--- src/rtl/quiz_round_controller.sv ---
// quiz_round_controller: round sequencer for the four-player buzzer system.
// Every input is registered once before the FSM acts on it. So a key edge,
// host command, judge pulse or timer-zero sampled at edge n takes effect at
// edge n+1. This also means no input reaches an output combinationally.
module quiz_round_controller #(
    parameter int SCORE_MAX = 9
) (
    input  logic        CLK,
    input  logic        RSTn,
    input  logic        Host_Start,
    input  logic        Host_Abort,
    input  logic [3:0]  Player_Key,
    input  logic        Judge_Correct,
    input  logic        Judge_Wrong,
    input  logic [3:0]  TimerH,
    input  logic [3:0]  TimerL,
    output logic        Timer_Start,
    output logic        Timer_RSTn,
    output logic [1:0]  Winner,
    output logic        Winner_Valid,
    output logic [3:0]  Player_LED,
    output logic [3:0]  Foul,
    output logic [15:0] Score
);

    typedef enum logic [1:0] {S_IDLE, S_ARMED, S_ANSWER} state_t;

    state_t          r_state, w_next;
    logic            r_start, r_abort, r_jc, r_jw, r_tz;
    logic [3:0]      r_key, r_key_q;
    logic            r_tstart, r_ts_seen, r_trstn;
    logic [1:0]      r_winner;
    logic            r_wvalid;
    logic [3:0]      r_led, r_foul;
    logic [3:0][3:0] r_score;

    logic [3:0]      w_press, w_elig;
    logic [1:0]      w_gidx;
    logic            w_jvalid, w_up, w_verdict;
    logic            w_do_grant, w_do_score, w_clear;

    // Sample inputs; timer zero only counts once Timer_Start has been high 2 cycles
    always_ff @(posedge CLK or negedge RSTn) begin
        if (!RSTn) begin
            r_start   <= 1'b0;
            r_abort   <= 1'b0;
            r_jc      <= 1'b0;
            r_jw      <= 1'b0;
            r_key     <= 4'b0;
            r_key_q   <= 4'b0;
            r_tz      <= 1'b0;
            r_ts_seen <= 1'b0;
        end else begin
            r_start   <= Host_Start;
            r_abort   <= Host_Abort;
            r_jc      <= Judge_Correct;
            r_jw      <= Judge_Wrong;
            r_key     <= Player_Key;
            r_key_q   <= r_key;
            r_ts_seen <= r_tstart;
            r_tz      <= (TimerH == 4'd0) && (TimerL == 4'd0) && r_tstart && r_ts_seen;
        end
    end

    assign w_press   = r_key & ~r_key_q;
    assign w_elig    = w_press & ~r_foul;
    assign w_jvalid  = r_jc ^ r_jw;
    assign w_up      = w_jvalid & r_jc;
    assign w_verdict = w_jvalid | r_tz;

    // Lowest-index eligible presser wins a same-cycle tie
    always_comb begin
        w_gidx = 2'd0;
        for (int i = 3; i >= 0; i--)
            if (w_elig[i]) w_gidx = 2'(i);
    end

    // State register
    always_ff @(posedge CLK or negedge RSTn) begin
        if (!RSTn) r_state <= S_IDLE;
        else       r_state <= w_next;
    end

    // Next state and round events; abort overrides everything
    always_comb begin
        w_next     = r_state;
        w_do_grant = 1'b0;
        w_do_score = 1'b0;
        w_clear    = 1'b0;
        if (r_abort) begin
            w_next  = S_IDLE;
            w_clear = 1'b1;
        end else begin
            case (r_state)
                S_IDLE:   if (r_start) w_next = S_ARMED;
                S_ARMED:  if (|w_elig) begin
                              w_next     = S_ANSWER;
                              w_do_grant = 1'b1;
                          end
                S_ANSWER: if (w_verdict) begin
                              w_next     = S_IDLE;
                              w_clear    = 1'b1;
                              w_do_score = 1'b1;
                          end
                default:  w_next = S_IDLE;
            endcase
        end
    end

    // Timer control: reload pulse on the grant cycle, run while answering
    always_ff @(posedge CLK or negedge RSTn) begin
        if (!RSTn) begin
            r_tstart <= 1'b0;
            r_trstn  <= 1'b1;
        end else begin
            r_tstart <= (r_state == S_ANSWER) && (w_next == S_ANSWER);
            r_trstn  <= ~w_do_grant;
        end
    end

    // Grant and foul flags
    always_ff @(posedge CLK or negedge RSTn) begin
        if (!RSTn) begin
            r_winner <= 2'd0;
            r_wvalid <= 1'b0;
            r_led    <= 4'b0;
            r_foul   <= 4'b0;
        end else if (w_clear) begin
            r_winner <= 2'd0;
            r_wvalid <= 1'b0;
            r_led    <= 4'b0;
            r_foul   <= 4'b0;
        end else begin
            if (w_do_grant) begin
                r_winner <= w_gidx;
                r_wvalid <= 1'b1;
                r_led    <= 4'b0001 << w_gidx;
            end
            if (r_state == S_IDLE) r_foul <= r_foul | w_press;
        end
    end

    // Saturating score update, only on a verdict/timeout exit from ANSWER
    always_ff @(posedge CLK or negedge RSTn) begin
        if (!RSTn) begin
            r_score <= '0;
        end else if (w_do_score) begin
            if (w_up) begin
                if (r_score[r_winner] < 4'(SCORE_MAX))
                    r_score[r_winner] <= r_score[r_winner] + 4'd1;
            end else if (r_score[r_winner] != 4'd0) begin
                r_score[r_winner] <= r_score[r_winner] - 4'd1;
            end
        end
    end

    assign Timer_Start  = r_tstart;
    assign Timer_RSTn   = r_trstn;
    assign Winner       = r_winner;
    assign Winner_Valid = r_wvalid;
    assign Player_LED   = r_led;
    assign Foul         = r_foul;
    assign Score        = r_score;

endmodule

--- config.mk ---
export PLATFORM = sky130hd
export DESIGN_NAME = quiz_round_controller
export DESIGN_NICKNAME = d
export VERILOG_FILES = /design/src/rtl/quiz_round_controller.sv
export SDC_FILE = /design/constraint.sdc
export NUM_CORES = 1
export LEC_CHECK = 0
export CAP_MARGIN = 20
export CORE_AREA = 8 8 78 80
export DETAILED_ROUTE_END_ITERATION = 8
export DIE_AREA = 0 0 86 88
export PLACE_DENSITY = 0.71
export SYNTH_ARGS = -nofsm -noshare
export SYNTH_HDL_FRONTEND = slang
export SYNTH_SLANG_ARGS = --single-unit
export TNS_END_PERCENT = 20
--- constraint.sdc ---
create_clock -name CLK -period 3.9 [get_ports CLK]
set_input_delay 0.975 -clock CLK [delete_from_list [all_inputs] [get_ports CLK]]
set_output_delay 0.975 -clock CLK [all_outputs]
set_load 0.02 [all_outputs]
======== Yosys cells after proc, flatten, opt, wreduce, memory -nomap -nowiden ========
Cells that the tools add are included.
word-level totals
  register bits after elaboration ......... 45
  input bits .............................. 18
  output and inout port bits .............. 29
operators by class
  add/subtract/negate cells ............... 2
  order comparisons ....................... 3
  equality and inequality tests ........... 4
  shift-type cells ........................ 1
  muxes and demuxes ....................... 33
  bitwise operators ....................... 9
  reduce and logical (&&, ||, !) cells .... 14
operators with widths
  kind                 count
  $mux 16              3
  $bwmux 16            2
  $mux 4               6
  $mux 2               10
  $mux 1               9
  $and 4x4->4          2
  $bmux 4 s2           1
  $demux 4 s2          1
  $logic_not 4->1      2
  $not 4->4            2
  $pmux 2 s3           1
  $reduce_bool 2->1    3
  $logic_and 1x1->1    5
  $add 4x1->4 const B  1
  $eq 2x2->1 const B   2
  $lt 4x4->1 const B   1
  $or 4x4->4           1
  $reduce_bool 4->1    1
  $reduce_or 4->1      1
  $shl 1x2->4 const A  1
  $sub 4x1->4 const B  1
  $lt 2x3->1 const B   1
  $reduce_and 3->1     1
  $eq 2x1->1 const B   1
  7 further kinds      7

======== Logic depth before layout (Yosys ltp) ========
  word-level depth ........................ 10
  gate-level depth with buffers ........... 9

======== Worst setup path after synthesis ========
OpenSTA, ideal clock, no wires.
  kind .................................... register to register
  start ................................... register r_winner[0], in the netlist Winner[0]
  end ..................................... register r_score (netlist bit Score[1])
  arrival ................................. 2550 ps
  data required time ...................... 3775 ps
  slack ................................... 1225 ps
  stages on the path, launching flop included .. 10
  path buffers ............................ 1
  period minus slack after synthesis ...... 2675 ps
  cell sequence ........................... dfrtp_1 -> buf_6 -> mux4_1 -> inv_1 -> ha_1 -> inv_1 -> o21a_1 -> a21oi_4 -> and4bb_4 -> mux2_4
on the way
  word-level cells in the longest chain between the ends .. 7
  elaborated cells on any way between the ends .. 19
  those cells by class .................... add/sub (2); order compare (3); eq/ne (1); mux (9); reduce/logical (4)
RTL lines
  what                                                 line  source
  start: declaration                                   32    logic [1:0] r_winner;
  start signal: assignment                             135   r_winner <= w_gidx;
  branches (longest 7 deep; another with $sub 4x1->4)  -
  end signal: indexed assignment                       150   r_score[r_winner] <= r_score[r_winner] + 4'd1;
  end signal: indexed assignment                       152   r_score[r_winner] <= r_score[r_winner] - 4'd1;
  end: declaration                                     35    logic [3:0][3:0] r_score;
Parallel ways; which one is timed is not known. The select of a mux whose other input is x is not followed.
A chain may end at the register's enable or synchronous reset.

======== Worst setup path after layout ========
  start ................................... register r_winner[0], in the netlist Winner[0]
  end ..................................... register r_score (netlist bit Score[3])
The elaborated chain is that of the path after synthesis.

==> results.md <==
- Die span in y: 88 µm
- Worst reg2reg path startpoint: Winner[0]
- Mux cell area share after synthesis: 0.134
- Routed WL: around 4.2 mm
- Distinct cell type count after synthesis: 44
- Status: finished, final reports clean
- Max VDD drop: 0.000224 V
- Hpwl dp: 3.19 mm
- Share of layout cells above drive strength 1: 0.130
- FILL cells: 437
- Largest net degree at the start of global routing: 46
- EDFF count, synth: 0
- Final Hold Viols: 0
- Power density over cell area: 483 mW/mm²
- Total GRT Usage: 0.119
- First DRT Iteration DRCs: 34
- Hold Path Class: flop to flop
- Clock Tree Buf Depth: 2
- Area growth from synthesis to layout: 32.7%
- Setup crit start kind: flop
- Final slew viol count: 0
- IO buf count: 46
- Area leader, netlist: dfrtp_1
- Max Clk Rate: between 300 and 400 MHz
- Cts bufs inserted: 5
- Async SR Flop Fraction: 1.00
- Drt wl/cell: 16.7 µm
- Final worst-path cycle share: 0.734
- Endpoint class of the critical path: flop
- Overall Power: 1.25 mW
- Post-synthesis register bit count: 45
- Crit path cell chain: mux4_1 -> inv_1 -> ha_1 -> inv_1 -> o21a_1 -> a21oi_4 -> and4bb_4 -> mux2_4
- Final setup TNS: 0 ns
- Simple-gate share of the synthesized area: 0.131
- Clk_lat worst skew: 0.29 ns
- Crit path top cell by count: inv_1
- CTS Root Cell: clkbuf_8
- Hold_sp: r_key[0]
- Finished Core Util: 0.525
- Number of iterations in the first detailed-routing pass: 4
- Total leakage power: 1.18 nW
- CTS resizes: 0
- Worst path slowest cell: mux4_1
- Placed cells: 247
- Hold-critical path depth: 0
- Non-Filler Instances: 255
- CP required: 4.07 ns
- Row count: 26
- RSZ-0062 raised after global routing: false
- Largest family of logic cells by synthesized area: multiplexers
- Global-route wire length before repair: slightly above 7 mm
- Syn Area/Cell: 14.4 µm²
- Vias in the first global route: approximately 1,500
- Post-synthesis compound-gate area fraction: 0.0836
- Register-to-register setup slack: 1.04 ns
- Worst slew margin: 0.363
- Initial Util: 0.396
- Sequential area share after synthesis: 0.579
- Worst r2r dst: Score[3]
- # diodes: 0
- XOR/XNOR Fraction of Synth Area: 0.0315
- Critical path class: flop to flop
- Fin area: roughly 0.0026 mm²
- CP max stage delay: 0.70 ns
- Clock Pin Slew Worst Setup and Hold Paths: approximately 0.08 ns
- Top cells by area, synth: dfrtp_1 57%, mux2_1 5.2%, mux4_2 3.5%
- Core Footprint: 0.00491 mm²
- Most used DFF post-synth: dfrtp_1
- Syn Nets: 156
- Share of the synthesized area in the top cell type: 0.566
- Residual DRC: 0
- Synth Instances: 135
- Via/cell ratio: 5.02
- Die X-Extent: 86 µm
- Hold Crit Endpoint: r_key_q[0]
- Cts hold-fix bufs: 0
- Synth Area in Adders: 0.0193
- TritonCTS Sinks: 45
- GP Congestion: a little under 0.8
- Crit path time final: 2.86 ns
- Ports: 47
- Via Count: 1,281
- CTS tree: yes
- Skew final: ~0.0056 ns
- CP arrival: 3.04 ns
- Die footprint: 0.00757 mm²
- Post-route ant nets: 0
- GR Overflow Total: 0
- Worst reg2reg path depth: 8
- Placed Area: 0.00246 mm²
- CP Max Fanout: 10
- Max-cap violations: 0
- Register Area: between 0.001 and 0.0015 mm²
- Initial antenna violation count: 0
- Synthesis Warnings: 0
- H-tree depth: 2
- Area of the multi-input gates: 776 µm²
- Endpoints failing setup: 0
- Fin nets: 205
- Worst slew pin tran: 0.955 ns
- Setup Buffers After CTS: 0
- Post-Syn Area: roughly 0.0019 mm²
-- through the flow --
| step | hold slack (ns) | setup slack [ns] |
|---|---|---|
| global route | 0.405 | 0.875 |
| global placement | 0.362 | 1.16 |
| CTS | 0.389 | 1.03 |
| detailed placement | 0.371 | 1.04 |
| floorplan | 0.355 | 1.23 |
| finish | 0.386 | 1.04 |
-- worst max path at each step --
stage              start        to  slack [ns]  cells after the start
6_report       Winner[0]  Score[3]        1.04                      8
5_1_grt        Winner[0]  Score[3]        0.88                      8
4_1_cts        Winner[0]  Score[3]        1.03                      8
3_5_place_dp   Winner[0]  Score[1]        1.04                      8
3_3_place_gp   Winner[0]  Score[1]        1.16                      8
2_1_floorplan  Winner[0]  Score[1]        1.23                      9
-- state kept, by name (all words and copies together) (netlist names), named ones only --
register,flops
r_start,1
Winner_Valid,1
r_key_q,4
r_key,4
r_jw,1
Player_LED,4
r_ts_seen,1
r_tz,1
r_jc,1
Foul,4
r_abort,1
Winner,2
Score,12
r_state,2
Timer_Start,1
Timer_RSTn,1
-- synthesized netlist by cell type (2+ instances only) --
cell / number
a22o_1: 2
nor3_1: 6
mux2_1: 9
inv_1: 5
nor4_1: 3
o21a_1: 6
xor2_1: 2
mux2_4: 3
dfrtp_1: 44
clkbuf_1: 2
nand2b_1: 4
mux4_2: 3
ha_1: 3
nor4b_1: 2
mux2i_1: 2
nand2_1: 2
o2bb2ai_1: 2
or3b_2: 2
xnor2_1: 5
nor2_1: 4
-- cells in the final DEF, fill, tap and decap left out, types with 3 or more instances in the layout --
cell type,n
ha_1,3
o21a_1,6
clkdlybuf4s50_1,45
xnor2_1,5
nor3_1,6
mux2_1,9
inv_1,5
mux4_2,3
nor4_1,3
mux2_4,3
nand2b_1,4
dfrtp_1,44
nor2_1,4
clkbuf_8,6
-- cells by family after synthesis --
kind of cell	after synthesis
xor gates and xnor gates	7
and+or+nand+nor	34
adders and majority gates	3
muxes	18
buffers and inverters	9
DFF	45
AOI/OAI and AO/OA	19
-- critical path: cells and delay by family (launching register included) --
family,cells,cell delay (ns)
multiplexers,2,1.01
adder cells (fa/ha/maj),1,0.17
flip-flops,1,0.63
AO/OA/AOI/OAI,2,0.44
AND/OR/NAND/NOR,1,0.32
buffers and inverters,2,0.17
-- cell type report --
| cell class | instances | share of cell area |
|---|---|---|
| Clock buffer | 7 | 0.0334 |
| Tap cell | 70 | 0.0339 |
| Timing Repair Buffer | 46 | 0.176 |
| Clock inverter | 1 | 0.0116 |
| Inverter | 5 | 0.00727 |
| Multi-Input combinational cell | 81 | 0.301 |
| Sequential cell | 45 | 0.437 |
-- where the power goes --
group / internal [mW] / leakage, nW / switching [mW] / total, mW
logic: 0.165 / 0.533 / 0.191 / 0.356
registers: 0.502 / 0.590 / 0.0350 / 0.537
clock network: 0.209 / 0.0585 / 0.145 / 0.353
-- layer usage --
layer,GRT usage,vias to the layer above,part of all wire
met2,0.203,40,0.49
met3,0.0516,10,0.081
met5,0,-,0
met4,0.0430,0,0.017
met1,0.128,635,0.41
li1,-,596,-
(Power assumes the default switching activity.)
